==> config.mk <==
export PLATFORM = sky130hd
export DESIGN_NAME = n_acc_feeder
export DESIGN_NICKNAME = d
export VERILOG_FILES = /design/src/rtl/n_acc_feeder_pkg.sv /design/src/rtl/n_lane_packer.sv /design/src/rtl/n_acc_feeder.sv
export SDC_FILE = /design/constraint.sdc
export NUM_CORES = 1
export LEC_CHECK = 0
export ABC_CLOCK_PERIOD_IN_PS = 2300
export CORE_ASPECT_RATIO = 1.75
export CORE_MARGIN = 5
export CORE_UTILIZATION = 25
export DETAILED_ROUTE_END_ITERATION = 8
export SLEW_MARGIN = 25
export SYNTH_ARGS = -nofsm -noshare
export SYNTH_HDL_FRONTEND = slang
export SYNTH_SLANG_ARGS = --single-unit
==> constraint.sdc <==
create_clock -name clk -period 2.3 [get_ports clk]
set_clock_uncertainty 0.2 [all_clocks]
set_input_delay 0.46 -clock clk [delete_from_list [all_inputs] [get_ports clk]]
set_output_delay 0.46 -clock clk [all_outputs]
set_load 0.005 [all_outputs]
==> src/rtl/n_acc_feeder_pkg.sv <==
// Shared constants and FSM encoding for the adder-array accumulate feeder.
package n_acc_feeder_pkg;

    localparam int unsigned D_LEN_DFLT  = 32;
    localparam int unsigned CELL_N_DFLT = 8;
    localparam logic [31:0] FP_ZERO     = 32'h0000_0000;

    typedef enum logic [2:0] {
        ST_FILL   = 3'd0,
        ST_ARM    = 3'd1,
        ST_ACK    = 3'd2,
        ST_RUN    = 3'd3,
        ST_SETTLE = 3'd4,
        ST_OUT    = 3'd5
    } feeder_state_e;

endpackage

==> src/rtl/n_lane_packer.sv <==
// Serial-to-lane buffer: writes words into successive lanes, zero-pads the tail
// on the flushing word and latches whether that flush closed a dot product.
module n_lane_packer
    import n_acc_feeder_pkg::*;
#(
    parameter int unsigned CELL_N = CELL_N_DFLT,
    parameter int unsigned D_LEN  = D_LEN_DFLT
) (
    input  logic                    clk,
    input  logic                    rst_n,
    input  logic                    wr_en,
    input  logic [D_LEN-1:0]        wr_data,
    input  logic                    wr_last,
    output logic [CELL_N*D_LEN-1:0] lanes,
    output logic                    last_flag,
    output logic                    done_c
);

    localparam int unsigned CNT_W = (CELL_N > 1) ? $clog2(CELL_N) : 1;

    logic [CNT_W-1:0] cnt;

    // A full vector and in_last on the same word collapse into a single flush.
    assign done_c = wr_en && (wr_last || (cnt == CNT_W'(CELL_N - 1)));

    always_ff @(posedge clk or negedge rst_n) begin
        if (!rst_n) begin
            lanes     <= '0;
            cnt       <= '0;
            last_flag <= 1'b0;
        end else if (wr_en) begin
            for (int unsigned k = 0; k < CELL_N; k++) begin
                if (CNT_W'(k) == cnt) begin
                    lanes[k*D_LEN +: D_LEN] <= wr_data;
                end else if (done_c && (CNT_W'(k) > cnt)) begin
                    lanes[k*D_LEN +: D_LEN] <= D_LEN'(FP_ZERO);
                end
            end
            cnt <= done_c ? '0 : cnt + CNT_W'(1);
            if (done_c) begin
                last_flag <= wr_last;
            end
        end
    end

endmodule

==> src/rtl/n_acc_feeder.sv <==
// Initiator side of the adder-array accumulate interface: packs products into a
// lane vector, runs the acc_start/acc_finish handshake and returns each lane sum.
module n_acc_feeder
    import n_acc_feeder_pkg::*;
#(
    parameter int unsigned CELL_N = CELL_N_DFLT,
    parameter int unsigned D_LEN  = D_LEN_DFLT,
    parameter int unsigned IDX_W  = 8,
    parameter int unsigned TMO_W  = 10
) (
    input  logic                    clk,
    input  logic                    rst_n,
    input  logic                    in_valid,
    output logic                    in_ready,
    input  logic [D_LEN-1:0]        in_data,
    input  logic                    in_last,
    output logic [CELL_N*D_LEN-1:0] mult_out,
    output logic                    mult_wen,
    output logic                    acc_start,
    input  logic                    acc_finish,
    input  logic [D_LEN-1:0]        acc_out,
    output logic                    res_valid,
    input  logic                    res_ready,
    output logic [D_LEN-1:0]        res_data,
    output logic                    res_last,
    output logic [IDX_W-1:0]        res_idx,
    output logic                    err_tmo
);

    feeder_state_e    state_q, state_d;
    logic [TMO_W-1:0] wd_q, wd_d;
    logic [IDX_W-1:0] chunk_q, chunk_d;
    logic             accept_c, done_c, last_flag, watch_c, tmo_c;
    logic             in_ready_d, acc_start_d, mult_wen_d, res_valid_d, res_last_d, err_tmo_d;
    logic [D_LEN-1:0] res_data_d;
    logic [IDX_W-1:0] res_idx_d;

    assign accept_c = in_valid && in_ready;
    assign watch_c  = (state_q == ST_ACK) || (state_q == ST_RUN);
    assign tmo_c    = watch_c && (wd_q == '1);

    n_lane_packer #(
        .CELL_N (CELL_N),
        .D_LEN  (D_LEN)
    ) u_packer (
        .clk       (clk),
        .rst_n     (rst_n),
        .wr_en     (accept_c),
        .wr_data   (in_data),
        .wr_last   (in_last),
        .lanes     (mult_out),
        .last_flag (last_flag),
        .done_c    (done_c)
    );

    // State, watchdog and registered outputs.
    always_ff @(posedge clk or negedge rst_n) begin
        if (!rst_n) begin
            state_q   <= ST_FILL;
            wd_q      <= '0;
            chunk_q   <= '0;
            in_ready  <= 1'b0;
            acc_start <= 1'b0;
            mult_wen  <= 1'b0;
            res_valid <= 1'b0;
            res_data  <= '0;
            res_last  <= 1'b0;
            res_idx   <= '0;
            err_tmo   <= 1'b0;
        end else begin
            state_q   <= state_d;
            wd_q      <= wd_d;
            chunk_q   <= chunk_d;
            in_ready  <= in_ready_d;
            acc_start <= acc_start_d;
            mult_wen  <= mult_wen_d;
            res_valid <= res_valid_d;
            res_data  <= res_data_d;
            res_last  <= res_last_d;
            res_idx   <= res_idx_d;
            err_tmo   <= err_tmo_d;
        end
    end

    // Next-state and next-output logic.
    always_comb begin
        state_d     = state_q;
        chunk_d     = chunk_q;
        in_ready_d  = in_ready;
        acc_start_d = acc_start;
        mult_wen_d  = mult_wen;
        res_valid_d = res_valid;
        res_data_d  = res_data;
        res_last_d  = res_last;
        res_idx_d   = res_idx;
        err_tmo_d   = err_tmo;

        case (state_q)
            ST_FILL: begin
                in_ready_d = 1'b1;
                if (done_c) begin
                    in_ready_d = 1'b0;
                    state_d    = ST_ARM;
                end
            end
            ST_ARM: begin
                if (acc_finish) begin
                    acc_start_d = 1'b1;
                    mult_wen_d  = 1'b1;
                    state_d     = ST_ACK;
                end
            end
            ST_ACK: begin
                if (!acc_finish) begin
                    acc_start_d = 1'b0;
                    state_d     = ST_RUN;
                end
            end
            ST_RUN: begin
                if (acc_finish) begin
                    state_d = ST_SETTLE;
                end
            end
            ST_SETTLE: begin
                res_data_d  = acc_out;
                res_last_d  = last_flag;
                res_idx_d   = chunk_q;
                mult_wen_d  = 1'b0;
                res_valid_d = 1'b1;
                state_d     = ST_OUT;
            end
            ST_OUT: begin
                if (res_valid && res_ready) begin
                    res_valid_d = 1'b0;
                    chunk_d     = last_flag ? '0 : chunk_q + IDX_W'(1);
                    in_ready_d  = 1'b1;
                    state_d     = ST_FILL;
                end
            end
            default: begin
                state_d = ST_FILL;
            end
        endcase

        // Watchdog expiry abandons the vector and overrides the handshake.
        if (tmo_c) begin
            err_tmo_d   = 1'b1;
            acc_start_d = 1'b0;
            mult_wen_d  = 1'b0;
            in_ready_d  = 1'b1;
            state_d     = ST_FILL;
        end
    end

    // Watchdog restarts on every state change and only counts in ACK/RUN.
    always_comb begin
        wd_d = wd_q;
        if (state_d != state_q) begin
            wd_d = '0;
        end else if (watch_c) begin
            wd_d = wd_q + TMO_W'(1);
        end
    end

endmodule

==> flow_metrics.py <==
metrics = {
    "global_route": {
        "grt_pass1_vias": 10800,
        "track_usage_pct": 17.0,
        "overflow": 0,
        "grt_max_degree": 71,
        "antenna_found_initial": 0,
        "grt_pass1_wl_um": 72500,
    },
    "clock_network": {
        "cts_tree": "done",
        "cts_buffers": 31,
        "clockRootBuffer": "clkbuf_16",
        "clock_latency_ns": 0.58,
        "cts_max_path_buffers": 3,
        "cts_max_level": 1,
        "clkTransAtPathRegs_ns": 0.07,
        "cts.sinks": 327,
    },
    "timing": {
        "fmax_ghz": 0.443,
        "tightest_slew_ns": 0.846,
        "layout_worst_path_cycle_share_pct": 98.1,
        "fin_ws_ns": 0.0435,
        "slew_headroom_pct": 43.6,
        "finalCriticalPeriod_ns": 2.26,
        "finalSetupViolations": 0,
        "rsz0062_at_grt": "false",
        "slew_viol_final": 0,
        "hold_viol_final": 0,
    },
    "pwr": {
        "comb_power_share_pct": 35.6,
        "intPower_mw": 14.4,
        "pwr-share-seq_pct": 38.4,
        "p_leak_nw": 8.33,
        "ir_drop_mv": 0.500,
        "sw_frac_of_total_pct": 31.2,
        "switchingPower_mw": 6.52,
        "clockPowerShare_pct": 26.0,
        "power_density_mw_per_mm2": 1110,
    },
    "placed_design": {
        "gp_congestion": 0.779,
        "port_buffers": 371,
        "place_ws_ns": -0.0873,
        "dpl_cell_area_mm2": 0.0177,
        "hpwl_um": 35100,
    },
    "logic_synthesis": {
        "ys_seq_elements": 327,
        "synthesis.nets": 1136,
        "yosys_warnings": 0,
        "synth_top_area_share_pct": 64.2,
        "synthFlopType": "dfrtp_1",
        "yosysTopAreaCell": "dfrtp_1",
        "syn_avg_cell_area_um2": 12.0,
        "synth_edf_count": 0,
        "async_flop_share_pct": 100,
        "synth.distinct_cells": 50,
        "netlist_top_cells_area": "dfrtp_1 (64%), a22o_1 (12%), nand2_1 (3.8%)",
        "netlist_area_mm2": 0.0127,
        "syn-instance-count": 1060,
        "synth-seq-area-share_pct": 64.2,
    },
    "detailed_routing": {
        "vias_per_cell": 4.72,
        "drc_errors": 0,
        "firstDrtPassIters": 7,
        "wirelength_um": 48900,
        "wl_per_cell_um": 23.1,
        "drt_iter0_markers": 702,
        "vias": 10000,
        "drtAntennaViolNets": 0,
    },
    "flow_run": {
        "maxCapViolCount": 0,
    },
    "hold_path": {
        "min_path_type": "input port to async pin",
    },
    "final_layout": {
        "nFillCells": 4864,
        "finish.instance_area_mm2": 0.0188,
        "layout_commonest_cell": "clkdlybuf4s50_1",
        "drive_gt1_share_pct": 13.0,
        "finalNetCount": 1505,
        "multi_input_area_mm2": 0.00403,
        "register_area_mm2": 0.00818,
        "final_cell_mix": "clkdlybuf4s50_1 (370), dfrtp_1 (326), a22o_1 (173)",
        "antennaDiodeCount": 0,
        "areaGrowthSynthToFinish_pct": 47.5,
    },
    "floorplanning": {
        "ios": 372,
        "std_cell_rows": 109,
        "die_w_um": 181,
        "initial_core_util_pct": 25.3,
        "die-area_mm2": 0.0558,
        "die_h_um": 309,
        "coreArea_mm2": 0.0505,
    },
    "setup_path": {
        "crit_fanout": 2,
        "slowest_delay_ns": 0.55,
        "crit_chain": "clkdlybuf4s50_1",
        "criticalPathCategory": "flip-flop to output port",
        "critPathArrivalTime_ns": 1.60,
        "worst-path-buf-inv": 1,
        "cpLargestDelayFamily": "buffers and inverters",
        "critical_path_required_ns": 1.64,
        "end_kind": "output port",
        "cp_slowest_cell": "clkdlybuf4s50_1",
        "worstSetupStartpointType": "flip-flop",
    },
    "status": {
        "outcome": "finished, final reports clean",
    },
}
## metrics by stage
step                total power, mW  util, %  std cells  TNS (ns)  hold WS (ns)
finish                         20.9     37.3       2119         0         0.171
global route                   22.0     37.3       2119         0         0.181
CTS                            21.3     37.2       2118         0         0.149
detailed placement             15.7     35.1       2060     -7.68         0.189
global placement               15.5     35.1       2060     -8.89         0.184
floorplan                      10.8        -       1060         0       -0.0356
## power by group through the flow
stage | registers [mW] | logic, mW | clock network [mW]
global route | 8.21 | 8.02 | 5.82
global placement | 8.09 | 7.45 | 0
detailed placement | 8.12 | 7.56 | 0
floorplan | 8.05 | 2.79 | 0
finish | 8.03 | 7.45 | 5.43
CTS | 8.04 | 7.60 | 5.63
## cell usage after synthesis, types with 3 or more instances
library cell and n:
and3_1 5, xor2_1 4, clkbuf_1 35, nor4_1 3
a22o_1 173, inv_1 38, nor2_1 10, dfrtp_1 327
o21a_1 5, nor3_1 18, mux2_2 41, a21oi_1 4
mux2i_1 3, o21ai_0 64, xnor2_1 6, ha_1 6
nand3_1 70, buf_2 35, nor2b_1 3, a21o_1 4
buf_1 16, nand2_1 129, and2_1 4, clkbuf_2 22
nand2b_1 3
## sequential cells by signal, indices dropped and copies added, names as in the netlist
| signal | flops |
|---|---|
| mult_wen | 1 |
| u_packer.cnt | 3 |
| in_ready | 1 |
| wd_q | 10 |
| res_data | 32 |
| acc_start | 1 |
| state_q | 3 |
| res_last | 1 |
| res_idx | 8 |
| u_packer.lanes | 256 |
| u_packer.last_flag | 1 |
| res_valid | 1 |
| chunk_q | 8 |
| err_tmo | 1 |
## what timing repair did
item                                    4_1_cts  5_1_grt
endpoints found under the hold margin       311        0
resized for setup                             2        0
setup buffers                                 0        1
hold buffers                                  1        0
endpoints found under the setup margin        3      128
pin swaps                                     0        1
## area by class of cell
class / count / area share [%]
Multi-Input combinational cell: 586 / 21.4
Clock inverter: 13 / 0.865
Timing Repair Buffer: 445 / 24.1
Tap cell: 666 / 4.43
Inverter: 38 / 0.759
Clock buffer: 44 / 4.86
Sequential cell: 327 / 43.5
## worst paths after layout
check | endpoint | slack (ns) | cells after the start | from
setup / recovery | mult_out[72] | 0.04 | 1 | u_packer.lanes[72]
setup reg to reg | u_packer.lanes[22] | 0.12 | 6 | u_packer.cnt[0]
max in group asynchronous | u_packer.lanes[77] | 1.02 | 3 | rst_n
min in group clk | u_packer.lanes[100] | 0.27 | 2 | u_packer.lanes[100]
hold reg to reg | u_packer.lanes[100] | 0.27 | 2 | u_packer.lanes[100]
hold / removal | u_packer.lanes[218] | 0.17 | 2 | rst_n
## metal layers
metal  part of all wire (%)  global-route usage, %  wire (um)  vias up
met3                    5.4                   3.21       2640       93
met1                     38                   19.2      18400     5100
met5                      0                      0          0        -
met4                    4.2                   6.78       2060        0
li1                       -                      -          -     4466
met2                     53                   31.4      25800      350
## cells by family after synthesis
logic type                 after synthesis  synth area share [%]
AOI/OAI and AO/OA                      266                  16.3
xor gates and xnor gates                10                 0.687
adders and majority gates                6                 0.589
buffers and inverters                  147                  4.92
DFF                                    327                  64.2
muxes                                   44                  3.86
and+or+nand+nor                        260                  9.49
Power figures use the tool's default switching activity.
